### src/rtl/uvme_cvmcu_obi_arb.sv
// Round-robin arbiter that muxes NUM_REQ OBI requesters onto one downstream OBI port.
// The address phase passes through combinationally. An ID FIFO routes the in-order responses back to their requesters.
module uvme_cvmcu_obi_arb #(
  parameter int NUM_REQ = 2,
  parameter int ADDR_W  = 32,
  parameter int DATA_W  = 32,
  parameter int MAX_OUT = 4
) (
  input  logic                          clk,
  input  logic                          reset_n,
  input  logic [NUM_REQ-1:0]            up_req,
  input  logic [NUM_REQ*ADDR_W-1:0]     up_addr,
  input  logic [NUM_REQ-1:0]            up_we,
  input  logic [NUM_REQ*(DATA_W/8)-1:0] up_be,
  input  logic [NUM_REQ*DATA_W-1:0]     up_wdata,
  output logic [NUM_REQ-1:0]            up_gnt,
  output logic [NUM_REQ-1:0]            up_rvalid,
  output logic [DATA_W-1:0]             up_rdata,
  output logic                          up_err,
  output logic                          dn_req,
  output logic [ADDR_W-1:0]             dn_addr,
  output logic                          dn_we,
  output logic [DATA_W/8-1:0]           dn_be,
  output logic [DATA_W-1:0]             dn_wdata,
  input  logic                          dn_gnt,
  input  logic                          dn_rvalid,
  input  logic [DATA_W-1:0]             dn_rdata,
  input  logic                          dn_err,
  output logic [$clog2(MAX_OUT):0]      outstanding,
  output logic                          orphan_err
);
  localparam int BE_W  = DATA_W / 8;
  localparam int IDX_W = $clog2(NUM_REQ);
  localparam int PTR_W = $clog2(MAX_OUT);
  localparam int CNT_W = PTR_W + 1;

  typedef enum logic {ARB, HOLD} state_t;

  state_t           state;
  logic [IDX_W-1:0] hold_idx;
  logic [IDX_W-1:0] prio;
  logic [IDX_W-1:0] rr_idx;
  logic [IDX_W-1:0] sel;
  logic [IDX_W-1:0] nxt_prio;
  logic [IDX_W-1:0] head;
  logic             rr_found;
  logic             sel_req;
  logic             full;
  logic             hs;
  logic             pop;
  logic [IDX_W-1:0] id_fifo [MAX_OUT];
  logic [PTR_W-1:0] wptr;
  logic [PTR_W-1:0] rptr;
  logic [CNT_W-1:0] count;

  // The search starts at prio and wraps. The first asserted request in that order wins.
  always_comb begin
    rr_idx   = '0;
    rr_found = 1'b0;
    for (int k = 0; k < NUM_REQ; k++) begin
      for (int i = 0; i < NUM_REQ; i++) begin
        if (!rr_found && up_req[i] && ((int'(prio) + k) % NUM_REQ == i)) begin
          rr_found = 1'b1;
          rr_idx   = IDX_W'(i);
        end
      end
    end
  end

  assign sel      = (state == HOLD) ? hold_idx : rr_idx;
  assign nxt_prio = (int'(sel) == NUM_REQ - 1) ? '0 : sel + IDX_W'(1);

  always_comb begin
    sel_req  = 1'b0;
    dn_addr  = '0;
    dn_we    = 1'b0;
    dn_be    = '0;
    dn_wdata = '0;
    for (int i = 0; i < NUM_REQ; i++) begin
      if (sel == IDX_W'(i)) begin
        sel_req  = up_req[i];
        dn_addr  = up_addr[i*ADDR_W +: ADDR_W];
        dn_we    = up_we[i];
        dn_be    = up_be[i*BE_W +: BE_W];
        dn_wdata = up_wdata[i*DATA_W +: DATA_W];
      end
    end
  end

  // A slot freed by a pop this cycle only becomes usable on the next cycle.
  assign full   = (count == CNT_W'(MAX_OUT));
  assign dn_req = reset_n & sel_req & ~full;
  assign hs     = dn_req & dn_gnt;
  assign pop    = reset_n & dn_rvalid & (count != '0);
  assign head   = id_fifo[rptr];

  always_comb begin
    up_gnt    = '0;
    up_rvalid = '0;
    for (int i = 0; i < NUM_REQ; i++) begin
      up_gnt[i]    = hs  && (sel  == IDX_W'(i));
      up_rvalid[i] = pop && (head == IDX_W'(i));
    end
  end

  assign up_rdata    = dn_rdata;
  assign up_err      = dn_err;
  assign outstanding = count;

  always_ff @(posedge clk) begin
    if (hs) id_fifo[wptr] <= sel;
  end

  always_ff @(posedge clk) begin
    if (!reset_n) begin
      state      <= ARB;
      hold_idx   <= '0;
      prio       <= '0;
      wptr       <= '0;
      rptr       <= '0;
      count      <= '0;
      orphan_err <= 1'b0;
    end else begin
      case (state)
        ARB: begin
          if (dn_req && !dn_gnt) begin
            state    <= HOLD;
            hold_idx <= sel;
          end
        end
        // If the held requester withdraws its request, the arbiter goes back to ARB without recording a transaction.
        HOLD: begin
          if (!sel_req || hs) state <= ARB;
        end
        default: state <= ARB;
      endcase
      if (hs) begin
        prio <= nxt_prio;
        wptr <= wptr + PTR_W'(1);
      end
      if (pop) rptr <= rptr + PTR_W'(1);
      if (hs && !pop)      count <= count + CNT_W'(1);
      else if (!hs && pop) count <= count - CNT_W'(1);
      if (dn_rvalid && count == '0) orphan_err <= 1'b1;
    end
  end

endmodule
### config.mk
export PLATFORM = sky130hd
export DESIGN_NAME = uvme_cvmcu_obi_arb
export DESIGN_NICKNAME = d
export VERILOG_FILES = /design/src/rtl/uvme_cvmcu_obi_arb.sv
export SDC_FILE = /design/constraint.sdc
export NUM_CORES = 1
export LEC_CHECK = 0
export BUFFER_PORTS_ARGS = -buffer_cell sky130_fd_sc_hd__clkbuf_2
export CAP_MARGIN = 20
export CORE_AREA = 2 2 112 114
export DETAILED_ROUTE_END_ITERATION = 12
export DIE_AREA = 0 0 114 116
export PLACE_DENSITY = 0.53
export SYNTH_ARGS = -nofsm -noshare
export SYNTH_HDL_FRONTEND = slang
export SYNTH_SLANG_ARGS = --single-unit
### constraint.sdc
create_clock -name clk -period 5.6 [get_ports clk]
set_input_delay 1.12 -clock clk [delete_from_list [all_inputs] [get_ports clk]]
set_output_delay 1.12 -clock clk [all_outputs]
set_load 0.05 [all_outputs]
==> metrics.csv, run 1 <==
metric,value,unit
sw_frac_of_total,50.7,%
yosysTopAreaCellShare,39.4,%
post-dp-hpwl,6430,um
post-synth-top-count-cell,sky130_fd_sc_hd__mux2_2,
place_congestion,0.697,
clk_pin_slew_worst_paths,50,ps
hold_path_startpoint,prio,
result_of_the_run,"finished, final reports clean",
power_frac_seq,19.7,%
synth.area.top_cells,"sky130_fd_sc_hd__mux2_2 39%, sky130_fd_sc_hd__dfxtp_1 13%, sky130_fd_sc_hd__buf_4 13%",
min_clock_period_post_route,3870,ps
ff2ff_path_depth,9,
tritoncts_buffers,3,
ys_types,33,
whs,467,ps
synthesis.nets,375,
post_cts_resized,0,
layout_worst_path_cycle_share,69.1,%
multi_input_comb_area,0.00123,mm^2
finalHoldViolations,0,
worst-r2r-setup-slack,3140,ps
synthesized_flop_and_latch_total,17,
detailroute.via_count,2089,
yosys.area.top_type,sky130_fd_sc_hd__mux2_2,
synth_area_per_cell,10.3,um^2
synthToLayoutAreaGrowth,52.9,%
yosys_warnings,0,
grt_setup_unrepaired,false,
grt_first_pass_wirelength,9860,um
stdcell_count,524,
route.detailed.wl_per_inst,13.8,um
synth_top_cells_by_count,"69 x sky130_fd_sc_hd__mux2_2, 33 x sky130_fd_sc_hd__buf_4, 13 x sky130_fd_sc_hd__dfxtp_1",
globalRoute.totalOverflow,0,
clockRootBuffer,sky130_fd_sc_hd__clkbuf_16,
grt_start_max_net_pins,53,
tns,0,ps
tightest_slew,625,ps
vdd.ir_drop.worst,0.104,mV
synth-main-ff-cell,sky130_fd_sc_hd__dfxtp_1,
detailedPlace.worstSlack,1720,ps
total_drc_errors_in_the_routed_layout,0,
pwr-share-clk,16.8,%
finish.utilization,25.3,%
io-pin-count,288,
crit_start,up_req[0],
insertion_delay,250,ps
timing.max_slew.rel_slack,58.3,%
endpoint,dn_wdata[7],
crit_required,4480,ps
min_path_type,reg2reg,
critPathKind,in2out,
cts_tree,built,
clock_sink_count,17,
via_count_of_the_first_global_routing_pass,1921,
maxClockFrequency,0.258,GHz
fillers,1278,
initial_core_util,16.5,%
first_iter_violations,66,
drt_first_pass_iters,4,
internal_power_component,0.416,mW
share_comb_of_total_power,63.5,%
floorplan.die_area,0.0132,mm^2
final-max-slew-violation-count,0,
setup_violations,0,
worstPathMaxFanout,52,
totalPowerFinal,0.844,mW
fp.dieW,114,um
worst_path_arrival_time,2750,ps
placement.io_buffers,221,
netlist_area,0.00197,mm^2
cts_setup_buffers,0,
syn-instance-count,192,
synth_seq_area_share,19.3,%
post-route-cell-area,0.00301,mm^2
cts_hold_repair.buffers,0,
grt_use_total,9.46,%
num_antenna_cells,0,
place.detailed.instances,520,
dpl-instance-area,0.00293,mm^2
cts_max_level,1,
layout.area.seq,380,um^2
layout-drive-gt1-share,79.3,%
number_of_max_cap_violations,0,
clk_path_buf_depth,2,
coreArea,0.0119,mm^2
ffs_w_async_s_r_synth,0,%
ant_nets,0,
rr_startpoint,outstanding[0],
leakagePower,1.58,nW
critPathLaunchType,primary input,
layout_setup_ws,1730,ps
critical_path.endpoint_type,output pin,
totalWireLength,7210,um
critical_path.reg2reg.endpoint,outstanding[2],
worst_clk_skew,2.12,ps
grt_antenna_before_repair,0,
die_h,116,um
power_switching,0.428,mW
nNetsFinal,561,
worstHoldPathCells,2,
power_density,280,mW/mm^2
vias_per_cell,3.99,
fp-row-count,40,
synth_enable_flop_cells,4,
cells in the final DEF (no fill, tap or decap), types with 3 or more instances in the layout:
master / netlist / routed
sky130_fd_sc_hd__ha_1: 5 / 5
sky130_fd_sc_hd__inv_1: 4 / 4
sky130_fd_sc_hd__clkbuf_16: 0 / 3
sky130_fd_sc_hd__and3_1: 7 / 7
sky130_fd_sc_hd__and2_1: 4 / 4
sky130_fd_sc_hd__o21ai_0: 4 / 4
sky130_fd_sc_hd__edfxtp_1: 4 / 4
sky130_fd_sc_hd__nor2_1: 5 / 5
sky130_fd_sc_hd__nor2b_1: 5 / 5
sky130_fd_sc_hd__dfxtp_1: 13 / 13
sky130_fd_sc_hd__mux2_2: 69 / 69
sky130_fd_sc_hd__nand2_1: 4 / 4
sky130_fd_sc_hd__nand3_1: 3 / 3
sky130_fd_sc_hd__clkbuf_2: 0 / 221
how the worst min path moves through the flow:
stage | endpoint | slack, ps
CTS | prio | 470
floorplan | prio | 430
global route | prio | 500
detailed placement | prio | 460
global placement | prio | 460
finish | prio | 470
cell families (layout without fill, tap and decap cells):
logic type / after synthesis / after routing / synth area share [%]
AO/OA/AOI/OAI: 13 / 13 / 5.40
XOR/XNOR: 4 / 4 / 1.78
adder cells (fa/ha/maj): 6 / 6 / 4.19
buffers and inverters: 46 / 231 / 18.1
flip-flops: 17 / 17 / 19.3
multiplexers: 72 / 72 / 41.6
AND/OR/NAND/NOR: 34 / 34 / 9.65
metal layers:
layer  up-vias  part of all wire [%]  GRT usage (%)
met4         0                   2.1           3.01
met2       110                    51           16.0
li1       1018                     -              -
met3        20                   7.5           1.36
met5         -                     0              0
met1       941                    40           12.4
power by group through the flow:
stage	Combinational [mW]	Sequential [mW]	Clock [mW]
final	0.536	0.166	0.142
after global routing	0.569	0.171	0.154
after CTS	0.543	0.166	0.145
after detailed placement	0.542	0.168	0
after global placement	0.535	0.167	0
after floorplan	0.454	0.192	0
worst max-delay path, cell delays in order:
cell and delay, ps:
sky130_fd_sc_hd__clkbuf_2 110, sky130_fd_sc_hd__nor2b_1 160, sky130_fd_sc_hd__o21ai_4 130, sky130_fd_sc_hd__buf_4 510
sky130_fd_sc_hd__mux2_2 440, sky130_fd_sc_hd__clkbuf_2 250
layout make-up:
cell class	count	area share, %
multi-input cells	129	40.9
repair buffers	223	37.2
flip-flops and latches	17	12.6
well taps	147	6.10
clock buffers	4	2.62
inverters	4	0.498
No activity file was read; power rests on OpenSTA's default activity.
==> run 2: changes to the inputs <==
ABC_AREA = 1   (was unset)
PLACE_DENSITY = 0.55   (was 0.53)
clock period = 3.1 ns   (was 5.6 ns; I/O delays follow)
==> run 2 against run 1 <==
Against the previous run:
- synthesized cell count up 90%
- final area up 11%
- sequential power up 64%
- total power increased by 79%
- non-clock buffer count grew 2
- sequential cell count stayed put
- worst hold slack worse by 5.1 ps
- critical path depth increased by 4
- via count up 27%
==> metrics.csv, run 2 <==
metric,value,unit
yosys.area.top_type,sky130_fd_sc_hd__nand2_1,
io-pin-count,288,
layout_worst_path_cycle_share,80.4,%
critical_path.endpoint_type,output pin,
multi_input_comb_area,0.00118,mm^2
worst_path_arrival_time,1870,ps
totalPowerFinal,1.52,mW
worstPathMaxFanout,44,
number_of_max_cap_violations,0,
post-route-cell-area,0.00336,mm^2
final-max-slew-violation-count,0,
synth.area.top_cells,"sky130_fd_sc_hd__nand2_1 42%, sky130_fd_sc_hd__dfxtp_1 13%, sky130_fd_sc_hd__buf_4 13%",
crit_required,2480,ps
cts_tree,built,
dpl-instance-area,0.00328,mm^2
synth_seq_area_share,19.1,%
cts_hold_repair.buffers,0,
syn-instance-count,365,
synthesis.nets,548,
post-synth-top-count-cell,sky130_fd_sc_hd__nand2_1,
tightest_slew,425,ps
power_density,451,mW/mm^2
final_cell_mix,"225 x sky130_fd_sc_hd__nand2_1, 201 x sky130_fd_sc_hd__clkbuf_2, 21 x sky130_fd_sc_hd__inv_1, 21 x sky130_fd_sc_hd__buf_12, 20 x sky130_fd_sc_hd__nor2_1",
ant_nets,0,
clk_path_buf_depth,2,
fp-row-count,40,
critPathLaunchType,primary input,
coreArea,0.0119,mm^2
cts_max_level,1,
vdd.ir_drop.worst,0.172,mV
ffs_w_async_s_r_synth,0,%
tns,0,ps
setup_violations,0,
critPathKind,in2out,
ys_types,27,
drt-met1-wl,2920,um
totalWireLength,6940,um
grt_first_pass_wirelength,10100,um
result_of_the_run,"finished, final reports clean",
placement.io_buffers,221,
highest_metal_used,met4,
grt_use_total,9.29,%
layout.area.seq,380,um^2
initial_core_util,16.7,%
layout-drive-gt1-share,43.3,%
cts_setup_buffers,0,
synth_top_cells_by_count,"225 x sky130_fd_sc_hd__nand2_1, 34 x sky130_fd_sc_hd__buf_4, 21 x sky130_fd_sc_hd__inv_1",
min_clock_period_post_route,2490,ps
yosys_warnings,0,
total_drc_errors_in_the_routed_layout,0,
grt_start_max_net_pins,76,
post-dp-hpwl,5790,um
finalHoldViolations,0,
critical_path.cell_chain,clkbuf_2 -> inv_1 -> nor2_1 -> nand2_2 -> nand2_4 -> inv_2 -> buf_4 -> nand2_1 -> nand2_1 -> clkbuf_2,
min_path_type,reg2reg,
post_cts_resized,0,
synth_enable_flop_cells,4,
yosysTopAreaCellShare,42.5,%
grt_setup_unrepaired,false,
fillers,1331,
globalRoute.totalOverflow,0,
via_count_of_the_first_global_routing_pass,2277,
die_h,116,um
place_congestion,0.734,
num_antenna_cells,0,
synthToLayoutAreaGrowth,68.9,%
place.detailed.instances,688,
first_iter_violations,71,
wl_met3,625,um
stdcell_count,692,
netlist_area,0.00199,mm^2
nNetsFinal,729,
vias_per_cell,3.83,
timing.max_slew.rel_slack,71.7,%
synth-main-ff-cell,sky130_fd_sc_hd__dfxtp_1,
worst_clk_skew,2.63,ps
insertion_delay,250,ps
clockRootBuffer,sky130_fd_sc_hd__clkbuf_16,
routed-wl-met2,3330,um
drt_first_pass_iters,4,
biggest_cell_delay_along_the_critical_path,360,ps
synthesized_flop_and_latch_total,17,
grt_antenna_before_repair,0,
mostFrequentLayoutCell,sky130_fd_sc_hd__nand2_1,
synth_area_per_cell,5.45,um^2
leakagePower,2.11,nW
tritoncts_buffers,3,
route.detailed.wl_per_inst,10.0,um
clock_sink_count,17,
maxClockFrequency,0.401,GHz
detailroute.via_count,2650,
clk_pin_slew_worst_paths,50,ps
floorplan.die_area,0.0132,mm^2
fp.dieW,114,um
slowest_stage,sky130_fd_sc_hd__buf_4,
-- run 2: cell count changes in the layout (fill, tap and decap cells not counted), moves of 15 or more --
| cell | previous run | this run |
|---|---|---|
| sky130_fd_sc_hd__clkbuf_2 | 221 | 201 |
| sky130_fd_sc_hd__nor2_1 | 5 | 20 |
| sky130_fd_sc_hd__buf_12 | 0 | 21 |
| sky130_fd_sc_hd__nand2_1 | 4 | 225 |
| sky130_fd_sc_hd__inv_1 | 4 | 21 |
| sky130_fd_sc_hd__mux2_2 | 69 | 0 |
-- run 2: routing by layer --
metal,vias to the layer above,global-route usage [%]
li1,1418,-
met2,153,16.6
met1,1067,11.5
met5,-,0
met3,12,1.94
met4,0,1.95
-- run 2: kinds of logic after synthesis --
| logic type | share of synthesized area (%) |
|---|---|
| AO/OA/AOI/OAI | 3.84 |
| buffers and inverters | 21.4 |
| flip-flops | 19.1 |
| XOR/XNOR | 0.441 |
| AND/OR/NAND/NOR | 51.0 |
| adder cells (fa/ha/maj) | 4.15 |
-- run 2: final timing paths --
check | from | depth (start not counted) | end | slack [ps]
setup / recovery | up_req[1] | 10 | dn_wdata[6] | 610
hold reg to reg | orphan_err | 2 | orphan_err | 460
hold / removal | orphan_err | 2 | orphan_err | 460
setup reg to reg | outstanding[0] | 11 | outstanding[2] | 900
-- run 2: final cells by class --
type                            count  share of cell area (%)
Timing Repair Buffer              225                    43.1
Multi-Input combinational cell    277                    35.2
Sequential cell                    17                    11.3
Tap cell                          147                    5.48
Inverter                           22                    2.46
Clock buffer                        3                    2.24
Clock inverter                      1                   0.149
-- run 2: worst max-delay path: cells and delay by family --
family | cells | cell delay [ps]
buffers and inverters | 5 | 830
AND/OR/NAND/NOR | 5 | 400
-- run 2: metrics by stage --
stage / setup slack (ps) / hold slack (ps) / utilization [%]
after floorplan: 543 / 494 / -
after global placement: 619 / 440 / 27.5
after detailed placement: 597 / 454 / 27.5
after CTS: 604 / 463 / 28.2
after global routing: 426 / 523 / 28.2
final: 608 / 462 / 28.2
-- run 2: report_power, final --
part	switching (mW)	leakage, nW	internal [mW]
combinational	0.675	1.93	0.312
sequential	0.0204	0.143	0.251
clock	0.0834	0.0409	0.173
